## config.mk

```make
export PLATFORM = sky130hd
export DESIGN_NAME = uart_tx_16x
export DESIGN_NICKNAME = d
export VERILOG_FILES = /design/src/rtl/uart_pkg.sv /design/src/rtl/uart_tx_16x.sv
export SDC_FILE = /design/constraint.sdc
export NUM_CORES = 1
export LEC_CHECK = 0
export ABC_AREA = 1
export BUFFER_PORTS_ARGS = -buffer_cell sky130_fd_sc_hd__clkbuf_2
export CAP_MARGIN = 20
export CELL_PAD_IN_SITES_DETAIL_PLACEMENT = 2
export CELL_PAD_IN_SITES_GLOBAL_PLACEMENT = 2
export CORE_ASPECT_RATIO = 1.25
export CORE_MARGIN = 2
export CORE_UTILIZATION = 30
export CTS_CLUSTER_DIAMETER = 150
export DETAILED_ROUTE_END_ITERATION = 16
export GPL_ROUTABILITY_DRIVEN = 0
export GPL_TIMING_DRIVEN = 1
export PLACE_DENSITY = 0.84
export SKIP_CTS_REPAIR_TIMING = 1
export SYNTH_ARGS = -nofsm -noshare
export SYNTH_HDL_FRONTEND = slang
export SYNTH_SLANG_ARGS = --single-unit
```

## constraint.sdc

```tcl
create_clock -name clk -period 1.75 [get_ports clk]
set_input_delay 0.0875 -clock clk [delete_from_list [all_inputs] [get_ports clk]]
set_output_delay 0.0875 -clock clk [all_outputs]
set_load 0.02 [all_outputs]
```

## src/rtl/uart_pkg.sv

```systemverilog
// Shared UART definitions: transmitter state encoding, oversampling constants, counter sizing.
// Latency: n/a (package only).
// Backpressure: n/a (package only).
package uart_pkg;

   typedef enum logic [1:0] {
      ST_IDLE  = 2'd0,
      ST_START = 2'd1,
      ST_DATA  = 2'd2,
      ST_STOP  = 2'd3
   } tx_state_e;

   localparam int OVERSAMPLE           = 16;
   localparam int DEF_DBIT             = 8;
   localparam int DEF_SB_TICK          = 16;
   localparam int BAUD_19200_MAX_COUNT = 163;

   // Tick-counter width: wide enough for a full data bit (OVERSAMPLE-1)
   // and for the longest configured stop bit (sb_tick-1).
   function automatic int s_width(input int sb_tick);
      return (sb_tick > OVERSAMPLE) ? $clog2(sb_tick) : $clog2(OVERSAMPLE);
   endfunction

endpackage

```

## src/rtl/uart_tx_16x.sv

```systemverilog
// UART transmitter driven by a 16x oversampling tick; frames start bit, DBIT data bits LSB first, stop bit.
// Latency: tx falls one clk after tx_start is sampled in IDLE; each bit lasts 16 s_ticks (stop: SB_TICK).
// Backpressure: busy high while a frame is in flight; tx_start is ignored until busy drops.
//
// Ports:
//   clk          system clock, rising edge
//   reset        synchronous active-high reset, aborts any frame in flight
//   s_tick       one-clk 16x oversampling enable
//   tx_start     send request, sampled only in IDLE
//   din          data byte, bits [DBIT-1:0] transmitted LSB first
//   tx           registered serial line, idle high
//   busy         high whenever the FSM is not in IDLE
//   tx_done_tick one-clk pulse when the stop bit completes
module uart_tx_16x
   import uart_pkg::*;
#(
   parameter int DBIT    = DEF_DBIT,
   parameter int SB_TICK = DEF_SB_TICK
) (
   input  logic       clk,
   input  logic       reset,
   input  logic       s_tick,
   input  logic       tx_start,
   input  logic [7:0] din,
   output logic       tx,
   output logic       busy,
   output logic       tx_done_tick
);

   localparam int SW = s_width(SB_TICK);

   localparam logic [SW-1:0] S_BIT_LAST  = SW'(OVERSAMPLE - 1);
   localparam logic [SW-1:0] S_STOP_LAST = SW'(SB_TICK - 1);
   localparam logic [2:0]    N_LAST      = 3'(DBIT - 1);

   tx_state_e       state_q;
   logic [SW-1:0]   s_q;
   logic [SW-1:0]   s_d;
   logic [2:0]      n_q;
   logic [DBIT-1:0] b_q;
   logic            tx_q;
   logic            done_q;

   assign s_d = s_q + SW'(1);

   always_ff @(posedge clk) begin
      if (reset) begin
         state_q <= ST_IDLE;
         s_q     <= '0;
         n_q     <= '0;
         b_q     <= '0;
         tx_q    <= 1'b1;
         done_q  <= 1'b0;
      end else begin
         done_q <= 1'b0;
         case (state_q)
            ST_IDLE: begin
               tx_q <= 1'b1;
               // A coincident s_tick is deliberately not counted: s starts at 0.
               if (tx_start) begin
                  b_q     <= din[DBIT-1:0];
                  s_q     <= '0;
                  tx_q    <= 1'b0;
                  state_q <= ST_START;
               end
            end
            ST_START: begin
               if (s_tick) begin
                  if (s_q == S_BIT_LAST) begin
                     s_q     <= '0;
                     n_q     <= '0;
                     tx_q    <= b_q[0];
                     state_q <= ST_DATA;
                  end else begin
                     s_q <= s_d;
                  end
               end
            end
            ST_DATA: begin
               if (s_tick) begin
                  if (s_q == S_BIT_LAST) begin
                     s_q <= '0;
                     b_q <= b_q >> 1;
                     if (n_q == N_LAST) begin
                        tx_q    <= 1'b1;
                        state_q <= ST_STOP;
                     end else begin
                        // b_q[1] is the bit that lands in b_q[0] after this shift.
                        tx_q <= b_q[1];
                        n_q  <= n_q + 3'd1;
                     end
                  end else begin
                     s_q <= s_d;
                  end
               end
            end
            ST_STOP: begin
               if (s_tick) begin
                  if (s_q == S_STOP_LAST) begin
                     s_q     <= '0;
                     done_q  <= 1'b1;
                     state_q <= ST_IDLE;
                  end else begin
                     s_q <= s_d;
                  end
               end
            end
            default: begin
               state_q <= ST_IDLE;
               tx_q    <= 1'b1;
            end
         endcase
      end
   end

   assign tx           = tx_q;
   assign busy         = (state_q != ST_IDLE);
   assign tx_done_tick = done_q;

endmodule

```

==> metrics.md, run 1 <==
| Metric | Value |
|---|---|
| GRT Overall Usage | `17.33%` |
| WS Path Type | `flip-flop to flip-flop` |
| Share of the clock period used by the worst path | `91.12%` |
| Share of flip-flops with an asynchronous set or reset | `0%` |
| Hold Crit Depth | `2` |
| Minimum clock period | `1.595 ns` |
| Synthesized area | `0.001114 mm^2` |
| Starting Density | `31.70%` |
| Die W | `58.50 um` |
| Synth warn | `0` |
| Worst Setup SP | `state_q[0]` |
| Iter 0 DRT Violations | `17` |
| Residual DRC | `0` |
| H-tree levels | `1` |
| Number of port buffers | `14` |
| Die Height | `72.12 um` |
| Max frequency | `627.1 MHz` |
| Clk buf depth | `2` |
| # placed instances | `220` |
| Core box area | `0.003513 mm^2` |
| Crit path required time | `1.96 ns` |
| Synth Instances | `168` |
| Max FO, Critical Path | `8` |
| Vias in the first global route | `1225` |
| Status | `finished, final reports clean` |
| Worst-path clk slew | `0.09 ns` |
| Most used cell, CP | `nor2_1` |
| RSZ-0062 raised after global routing | `no` |
| Crit path launch type | `flip-flop` |
| Ys flop type | `dfxtp_1` |
| Post-synth EDFFs | `0` |
| Detailed Routing Iterations Pass 1 | `4` |
| HP Start | `reset` |
| Normalized max-slew margin | `62.45%` |
| CP Depth | `8` |
| Share of cells above drive strength 1 | `20.43%` |
| Routed via count | `1144` |
| CP endpoint kind | `flip-flop` |
| DIE AREA | `0.004218 mm^2` |
| Synthesized Nets | `190` |
| Max-slew violations | `0` |
| Fin nets | `209` |
| Hold slack | `0.04124 ns` |
| Clock skew | `0.01003 ns` |
| CP peak stage delay | `0.38 ns` |
| Area grow syn2layout | `17.64%` |
| Root Buffer | `clkbuf_8` |
| Pin count of the biggest net entering global routing | `17` |
| Hold Vio Cnt, Final | `0` |
| Worst Path Arrival | `1.80 ns` |
| Endpoints failing setup | `0` |
| Dominant cell type by area after synthesis | `dfxtp_1` |
| Synth top cells by count | `52 x nand2_1, 31 x nor2_1, 19 x dfxtp_1` |
| Diode count | `0` |
| Peak supply drop | `0.7161 mV` |
| Total grt overflow | `0` |
| End-of-flow core utilization | `37.29%` |
| Sequential fraction of the synthesis area | `34.16%` |
| Worst r2r src | `state_q[0]` |
| Share of the synthesized area in the top cell type | `34.16%` |
| Mean post-synth cell area | `6.628 um^2` |
| HP Class | `primary input to flip-flop` |
| Fin cells | `225` |
| First-pass GRT wire length | `5727 um` |
| Power, Total | `2.570 mW` |
| Power Density | `1961 mW/mm^2` |
| Rows | `24` |
| Worst-case reg-to-reg path depth | `8` |
| Synth top area cells | `dfxtp_1 34%, nand2_1 18%, ha_1 11%` |
| #FFs+latches synth | `19` |
| CTS tree | `done` |
| CP Buf/Inv Count | `1` |
| DR WL/cell | `15.73 um` |
| Cts bufs inserted | `3` |
| Detailed placer's ending HPWL | `2642 um` |
| Initial antenna violation count | `0` |
| Count leader, synth | `nand2_1` |
| Max cap viols | `0` |
| Slowest cell on the critical path | `dfxtp_2` |
| Clock latency on the worst-skew pair | `0.26 ns` |
| Clock sink count | `19` |
| Vias per cell | `5.084` |
| Internal reg-to-reg setup slack | `0.16 ns` |
| Ports | `15` |
| Worst Max-Slew Pin Slew | `0.5626 ns` |
| ANT nets after route | `0` |
| Leakage | `0.6374 nW` |
| Post-Route WL | `3540 um` |
| Crit path max-delay family | `simple AND/OR/NAND/NOR gates` |
| Post-synth cell types | `19` |
| Cells along the critical path | `inv_1, ha_2, nand2_1, nand2_2, nor2_4, and2_4, nor2_1, nor2_1` |
worst reg2reg max path, cell delays in order, from the launching register on:
cell,delay (ns)
dfxtp_2,0.38
inv_1,0.11
ha_2,0.24
nand2_1,0.14
nand2_2,0.10
nor2_4,0.17
and2_4,0.23
nor2_1,0.07
nor2_1,0.10
cell type report:
class / instances / area (um^2)
clock buffer: 3 / 41.29
clock inverter: 1 / 7.507
fill: 428 / 2203
inverter: 14 / 52.55
multi-input combinational: 132 / 671.9
sequential: 19 / 382.9
tap: 39 / 48.80
timing repair buffer: 17 / 105.1
metrics by stage:
stage	setup TNS (ns)	instance area, um^2	setup WS [ns]
3_3_place_gp	0	1229	0.04439
6_report	0	1310	0.1554
4_1_cts	-0.2901	1277	-0.1020
2_1_floorplan	0	1114	0.2469
5_1_grt	0	1310	0.02925
3_5_place_dp	-0.06579	1229	-0.01934
path summary, 6_finish.rpt:
check	to
setup / recovery	b_q[0]
hold / removal	s_q[3]
setup reg to reg	b_q[0]
hold reg to reg	b_q[7]
registers in the layout (all words and copies together) (netlist names):
signal        flops
b_q               8
s_q               4
n_q               3
state_q           2
tx                1
tx_done_tick      1
power breakdown:
| part | switching [mW] | internal, mW |
|---|---|---|
| Combinational | 0.958 | 0.577 |
| Sequential | 0.118 | 0.589 |
| Clock | 0.166 | 0.161 |
cell usage in the layout, fill, tap and decap left out, types with 2 or more instances in the layout:
cell,synthesis,routed
a21oi_1,6,6
buf_4,0,2
clkbuf_2,0,14
clkbuf_8,0,3
dfxtp_1,19,17
dfxtp_2,0,2
ha_1,10,7
ha_2,0,3
inv_1,11,11
inv_2,3,3
nand2_1,52,52
nand2_2,3,3
nand3_1,9,9
nand4_1,7,7
nor2_1,31,30
nor2_2,3,4
o21ai_0,6,5
cell families (layout without fill, tap and decap cells):
logic type	after synthesis	after routing	share of synthesized area, %
flops	19	19	34.16
buf+inv	17	35	6.405
compound gates	13	13	5.956
fa+ha+maj	10	10	11.24
simple gates	109	109	42.25
per-layer routing:
metal	vias up	routed length [um]	global-route usage, %
li1	567	-	-
met1	558	1548	20.68
met2	17	1862	32.33
met3	2	111	2.674
met4	0	18	3.101
met5	-	0	0
(Power assumes the default switching activity.)
==> run 2: changes to the inputs <==
- CELL_PAD_IN_SITES_DETAIL_PLACEMENT: 2 -> not set
- CELL_PAD_IN_SITES_GLOBAL_PLACEMENT: 2 -> not set
- CORE_UTILIZATION: 30 -> 45
- PLACE_DENSITY: 0.84 -> 0.73
- REMOVE_ABC_BUFFERS: not set -> 1
==> metrics.md, run 2 (synthesis gave the netlist of run 1 again) <==
| Metric | Value |
|---|---|
| Initial antenna violation count | `0 (unchanged)` |
| Fin nets | `211 (+0.96%)` |
| Detailed Routing Iterations Pass 1 | `4 (unchanged)` |
| H-tree levels | `1 (unchanged)` |
| Worst-path clk slew | `0.12 ns (+0.03 ns)` |
| Minimum clock period | `1.581 ns (-0.01391 ns)` |
| Pin count of the biggest net entering global routing | `17 (unchanged)` |
| RSZ-0062 raised after global routing | `no` |
| Max cap viols | `0 (unchanged)` |
| Clock sink count | `19 (unchanged)` |
| Cells along the critical path | `inv_1, ha_1, nand2_2, nand2_2, nor2_4, buf_4, nand4_1, nand2_1, nor2_1` |
| Starting Density | `46.35% (+15 points)` |
| Area grow syn2layout | `14.83%` |
| Clock skew | `0.01175 ns (+0.001728 ns)` |
| Max FFs per register | `8 (unchanged)` |
| Detailed placer's ending HPWL | `1716 um (-35%)` |
| Iter 0 DRT Violations | `17 (unchanged)` |
| Hold Crit Depth | `3 (+1)` |
| Reg with most FFs | `b_q` |
| Crit path max-delay family | `simple AND/OR/NAND/NOR gates` |
| Max-slew violations | `0 (unchanged)` |
| Rows | `20 (-17%)` |
| DR WL/cell | `10.63 um (-32%)` |
| Worst-case reg-to-reg path depth | `9 (+1)` |
| Crit path launch type | `flip-flop` |
| Commonest cells after routing, fill and taps aside | `52 x nand2_1, 31 x nor2_1, 17 x dfxtp_1, 14 x clkbuf_2, 11 x inv_1` |
| Normalized max-slew margin | `65.81% (+3.4 points)` |
| CP peak stage delay | `0.39 ns (about the same)` |
| ANT nets after route | `0 (unchanged)` |
| CP Buf/Inv Count | `2 (+1)` |
| Design Area, Final | `0.001279 mm^2 (-2.4%)` |
| DIE AREA | `0.002891 mm^2 (-31%)` |
| Root Buffer | `clkbuf_4` |
| Leakage | `0.6409 nW (+0.54%)` |
| CTS tree | `done` |
| Hold Vio Cnt, Final | `0 (unchanged)` |
| Endpoints failing setup | `0 (unchanged)` |
| Max frequency | `632.7 MHz (+0.88%)` |
| Total grt overflow | `0 (unchanged)` |
| Share of cells above drive strength 1 | `19.15% (-1.3 points)` |
| CP Depth | `9 (+1)` |
| Vias in the first global route | `1019 (-17%)` |
| Die Height | `59.62 um (-17%)` |
| Placed Area | `0.001221 mm^2 (-0.61%)` |
| Clock latency on the worst-skew pair | `0.30 ns (+0.04 ns)` |
| Vias per cell | `4.914 (-3.4%)` |
| CP endpoint kind | `flip-flop` |
| Largest regs | `b_q x8, s_q x4, n_q x3` |
| Cts bufs inserted | `3 (unchanged)` |
| Crit path required time | `1.95 ns (about the same)` |
| Core box area | `0.002402 mm^2 (-32%)` |
| Die W | `48.50 um (-17%)` |
| Share of the clock period used by the worst path | `90.32% (-0.79 points)` |
| Max FO, Critical Path | `6 (-2)` |
| Ports | `15 (unchanged)` |
| First-pass GRT wire length | `4333 um (-24%)` |
| Residual DRC | `0 (unchanged)` |
| Peak supply drop | `1.049 mV (+46%)` |
| Worst Path Arrival | `1.78 ns (-0.02 ns)` |
| Power Density | `1797 mW/mm^2 (-8.4%)` |
| Number of port buffers | `14 (unchanged)` |
| Commonest non-fill, non-tap cell in the layout | `nand2_1` |
| Layout fillers | `274 (-36%)` |
| GRT Overall Usage | `19.02% (+1.7 points)` |
| Status | `finished, final reports clean` |
| Clk buf depth | `2 (unchanged)` |
| Diode count | `0 (unchanged)` |
| Setup TNS | `0 ns (unchanged)` |
| Most used cell, CP | `nand2_2` |
| WS Path Type | `flip-flop to flip-flop` |
| Post-Route WL | `2349 um (-34%)` |
| Routed via count | `1086 (-5.1%)` |
| Worst Max-Slew Pin Slew | `0.5122 ns (-0.05036 ns)` |
| Internal reg-to-reg setup slack | `0.17 ns (about the same)` |
| HP Class | `primary input to flip-flop` |
| Slowest cell on the critical path | `dfxtp_2` |
[run 2: cell count changes in the layout (fill, tap and decap cells not counted), moves of 2 or more]
cell | before | now
clkbuf_4 | 0 | 3
clkbuf_8 | 3 | 0
buf_4 | 2 | 4
ha_1 | 7 | 9
ha_2 | 3 | 1
[run 2: cell type report]
cell class / count / area (um^2) / share of cell area [%]
multi-input combinational: 132 / 664.4 / 51.96
sequential: 19 / 382.9 / 29.94
timing repair buffer: 19 / 110.1 / 8.611
inverter: 14 / 52.55 / 4.110
tap: 33 / 41.29 / 3.229
clock buffer: 3 / 22.52 / 1.761
clock inverter: 1 / 5.005 / 0.3914
[run 2: report_power, final]
group          total [mW]  switching, mW  internal [mW]
registers           0.696          0.108          0.589
clock network       0.230          0.145         0.0851
logic                1.37          0.837          0.534
total                2.30           1.09           1.21
[run 2: path summary, 6_finish.rpt]
kind | startpoint | to
worst max-delay path | state_q[0] | b_q[3]
worst max register to register | state_q[0] | b_q[3]
worst min-delay path | s_tick | tx_done_tick
worst min register to register | b_q[2] | b_q[2]
[run 2: per-layer routing]
layer | routed length [um] | global-route usage [%] | part of all wire, % | vias to the layer above
li1 | - | - | - | 573
met1 | 1103 | 22.78 | 47 | 489
met2 | 1135 | 33.93 | 48 | 22
met3 | 93 | 3.788 | 4.0 | 2
met4 | 16 | 7.347 | 0.68 | 0
met5 | 0 | 0 | 0 | -
[run 2: stage by stage]
step | worst slack [ns] | util, % | power [mW] | hold slack [ns] | std cells
floorplan | 0.1262 | - | 1.693 | 0.1566 | 165
finish | 0.1694 | 53.23 | 2.298 | 0.03198 | 221
global placement | 0.1584 | 50.83 | 1.942 | 0.3046 | 214
global route | 0.04967 | 53.23 | 2.544 | 0.04445 | 221
CTS | 0.01096 | 51.98 | 2.230 | -0.01650 | 218
detailed placement | 0.06812 | 50.83 | 1.990 | 0.3159 | 214
[run 2: worst reg2reg max path, delay by kind of cell (launching register included)]
| kind | cells | cell delay, ns |
|---|---|---|
| adders and majority gates | 1 | 0.29 |
| buffers and inverters | 2 | 0.25 |
| DFF | 1 | 0.39 |
| and+or+nand+nor | 6 | 0.56 |
==> run 3: changes to the inputs <==
- ABC_AREA: 1 -> not set
- BUFFER_PORTS_ARGS: -buffer_cell sky130_fd_sc_hd__clkbuf_2 -> not set
- DONT_BUFFER_PORTS: not set -> 1
- GPL_TIMING_DRIVEN: 1 -> 0
- PLACE_DENSITY: 0.73 -> 0.68
==> metrics.md, run 3 <==
| Metric | Value |
|---|---|
| Share of cells above drive strength 1 | `25.00% (+5.9 points)` |
| Synthesized area | `0.001107 mm^2 (-0.56%)` |
| Status | `complete, but fails checks` |
| CP endpoint kind | `flip-flop` |
| Die W | `48.37 um (-0.26%)` |
| H-tree levels | `1 (unchanged)` |
| Diode count | `0 (unchanged)` |
| Multi-input gate area | `735.7 um^2 (+11%)` |
| #FFs+latches synth | `19 (unchanged)` |
| Share of flip-flops with an asynchronous set or reset | `0% (unchanged)` |
| Count leader, synth | `dfxtp_1` |
| Initial antenna violation count | `0 (unchanged)` |
| Commonest non-fill, non-tap cell in the layout | `dfxtp_1` |
| Worst-path clk slew | `0.11 ns (about the same)` |
| Synth top area cells | `dfxtp_1 34%, ha_1 11%, mux2i_1 6.3%` |
| Detailed Routing Iterations Pass 1 | `4 (unchanged)` |
| Hold slack | `-0.1769 ns (-0.2089 ns)` |
| HP Class | `primary input to flip-flop` |
| CP Depth | `6 (-3)` |
| Synth warn | `0 (unchanged)` |
| Vias in the first global route | `908 (-11%)` |
| Slowest cell on the critical path | `dfxtp_4` |
| WS Path Type | `flip-flop to flip-flop` |
| Clock latency on the worst-skew pair | `0.31 ns (about the same)` |
| Largest regs | `b_q x8, s_q x4, n_q x3` |
| First-pass GRT wire length | `3753 um (-13%)` |
| Design Area, Final | `0.001291 mm^2 (+0.98%)` |
| Violated checks | `negative hold slack` |
| Dominant cell type by area after synthesis | `dfxtp_1` |
| Normalized max-slew margin | `73.77% (+8.0 points)` |
| Hold Path End | `state_q[0]` |
| Sequential fraction of the synthesis area | `34.35% (+0.19 points)` |
| Core box area | `0.002377 mm^2 (-1.0%)` |
| Share of the synthesized area in the top cell type | `34.35% (+0.19 points)` |
| Endpoints failing setup | `0 (unchanged)` |
| Total grt overflow | `0 (unchanged)` |
| Clock skew | `0.004456 ns (-0.007299 ns)` |
| CTS tree | `done` |
| Worst Max-Slew Pin Slew | `0.3925 ns (-0.1197 ns)` |
| Residual DRC | `0 (unchanged)` |
| Crit path launch type | `flip-flop` |
| Max FO, Critical Path | `5 (-1)` |
| Max frequency | `594.0 MHz (-6.1%)` |
| FF-to-FF End | `state_q[0]` |
| CP Buf/Inv Count | `1 (-1)` |
| ANT nets after route | `0 (unchanged)` |
| Iter 0 DRT Violations | `18 (+1)` |
| Number of port buffers | `0 (-14)` |
| Worst r2r src | `state_q[0]` |
| Synth Instances | `124 (-26%)` |
| Post-synth cell types | `38 (+19)` |
| Starting Density | `46.58% (+0.22 points)` |
| Crit path max-delay family | `simple AND/OR/NAND/NOR gates` |
| Worst Path Arrival | `1.93 ns (+0.15 ns)` |
| Minimum clock period | `1.683 ns (+0.1027 ns)` |
| Power Density | `1554 mW/mm^2 (-14%)` |
| Seq. cell area | `389.1 um^2 (+1.6%)` |
| Die Height | `59.46 um (-0.26%)` |
| Max cap viols | `0 (unchanged)` |
| Pin count of the biggest net entering global routing | `20 (+3)` |
| Clk buf depth | `2 (unchanged)` |
| Area grow syn2layout | `16.61%` |
| DR WL/cell | `14.24 um (+34%)` |
| GRT Overall Usage | `16.63% (-2.4 points)` |
| Cts bufs inserted | `3 (unchanged)` |
| Crit path required time | `1.99 ns (+0.04 ns)` |
| Vias per cell | `5.776 (+18%)` |
| HP Start | `reset` |
| Cells along the critical path | `clkinvlp_4, ha_4, nor3_2, o22ai_2, or3_1, a21oi_2` |
| Mean post-synth cell area | `8.930 um^2 (+35%)` |
| Layout fillers | `212 (-23%)` |
| Ys flop type | `dfxtp_1` |
| Hold Crit Depth | `1 (-2)` |
| Routed via count | `930 (-14%)` |
| Max FFs per register | `8 (unchanged)` |
| DIE AREA | `0.002876 mm^2 (-0.52%)` |
| Detailed placer's ending HPWL | `1509 um (-12%)` |
| End-of-flow core utilization | `54.32% (+1.1 points)` |
| Fin nets | `151 (-28%)` |
| Peak supply drop | `0.8966 mV (-14%)` |
| Post-Route WL | `2293 um (-2.4%)` |
| Synth top cells by count | `19 x dfxtp_1, 14 x nor2_1, 12 x a21oi_1` |
| Rows | `20 (unchanged)` |
| Ports | `15 (unchanged)` |
| Internal reg-to-reg setup slack | `0.07 ns (-0.10 ns)` |
| Root Buffer | `clkbuf_4` |
| Worst-case reg-to-reg path depth | `6 (-3)` |
| Reg with most FFs | `b_q` |
| Post-synth EDFFs | `0 (unchanged)` |
| Placed Area | `0.001106 mm^2 (-9.4%)` |
| CP peak stage delay | `0.39 ns (about the same)` |
| Max-slew violations | `0 (unchanged)` |
| Leakage | `0.4672 nW (-27%)` |
| Share of the clock period used by the worst path | `96.19% (+5.9 points)` |
| Commonest cells after routing, fill and taps aside | `16 x dfxtp_1, 14 x nor2_1, 11 x a21oi_1, 7 x mux2i_1, 7 x buf_4` |
| Clock sink count | `19 (unchanged)` |
| Hold Vio Cnt, Final | `19 (+19)` |
==> run 3: changes by cell type after synthesis, sizes merged, moves of 3 or more <==
cell	change
mux2i	+7
a21oi	+6
buf	+3
nand4	-6
a211oi	+8
nand3	-5
inv	-8
nand2	-53
nor2	-21
==> run 3: routing by layer <==
metal | up-vias | GRT usage [%] | part of all wire, %
li1 | 458 | - | -
met1 | 445 | 17.47 | 44
met2 | 19 | 31.15 | 49
met3 | 8 | 3.788 | 4.4
met4 | 0 | 8.980 | 2.6
met5 | - | 0 | 0
==> run 3: cell families (layout without fill, tap and decap cells) <==
| group | Yosys count | in the layout | share of synthesized area [%] |
|---|---|---|---|
| AOI/OAI and AO/OA | 38 | 38 | 24.52 |
| adders and majority gates | 10 | 10 | 11.30 |
| buffers and inverters | 14 | 18 | 5.875 |
| DFF | 19 | 19 | 34.35 |
| muxes | 7 | 7 | 6.328 |
| and+or+nand+nor | 36 | 36 | 17.63 |
==> run 3: per-stage QoR <==
stage | cells | TNS, ns | setup WS (ns) | total power, mW
global placement | 149 | -2.876 | -0.2691 | 1.428
floorplan | 116 | -0.03911 | -0.01285 | 1.314
detailed placement | 149 | -3.798 | -0.3501 | 1.470
global route | 161 | -0.04608 | -0.01765 | 2.163
finish | 161 | 0 | 0.06662 | 2.006
CTS | 153 | -4.154 | -0.3743 | 1.696
==> run 3: worst max path at each step <==
stage / from / to / slack, ns
floorplan: state_q[0] / b_q[3] / -0.01
global placement: state_q[0] / tx / -0.27
detailed placement: state_q[0] / tx / -0.35
CTS: state_q[0] / tx / -0.37
global route: state_q[0] / state_q[0] / -0.02
finish: state_q[0] / state_q[0] / 0.07
==> run 3: final cells by class <==
cell class / instances / share of cell area [%]
multi-input cells: 91 / 56.98
flip-flops and latches: 19 / 30.14
repair buffers: 8 / 5.620
well taps: 33 / 3.198
clock buffers: 4 / 2.035
inverters: 6 / 2.035
==> run 3: report_power, final <==
part           switching, mW  leakage (nW)  internal (mW)
Clock                  0.143        0.0150         0.0891
Sequential             0.109         0.158          0.571
Combinational          0.570         0.295          0.523
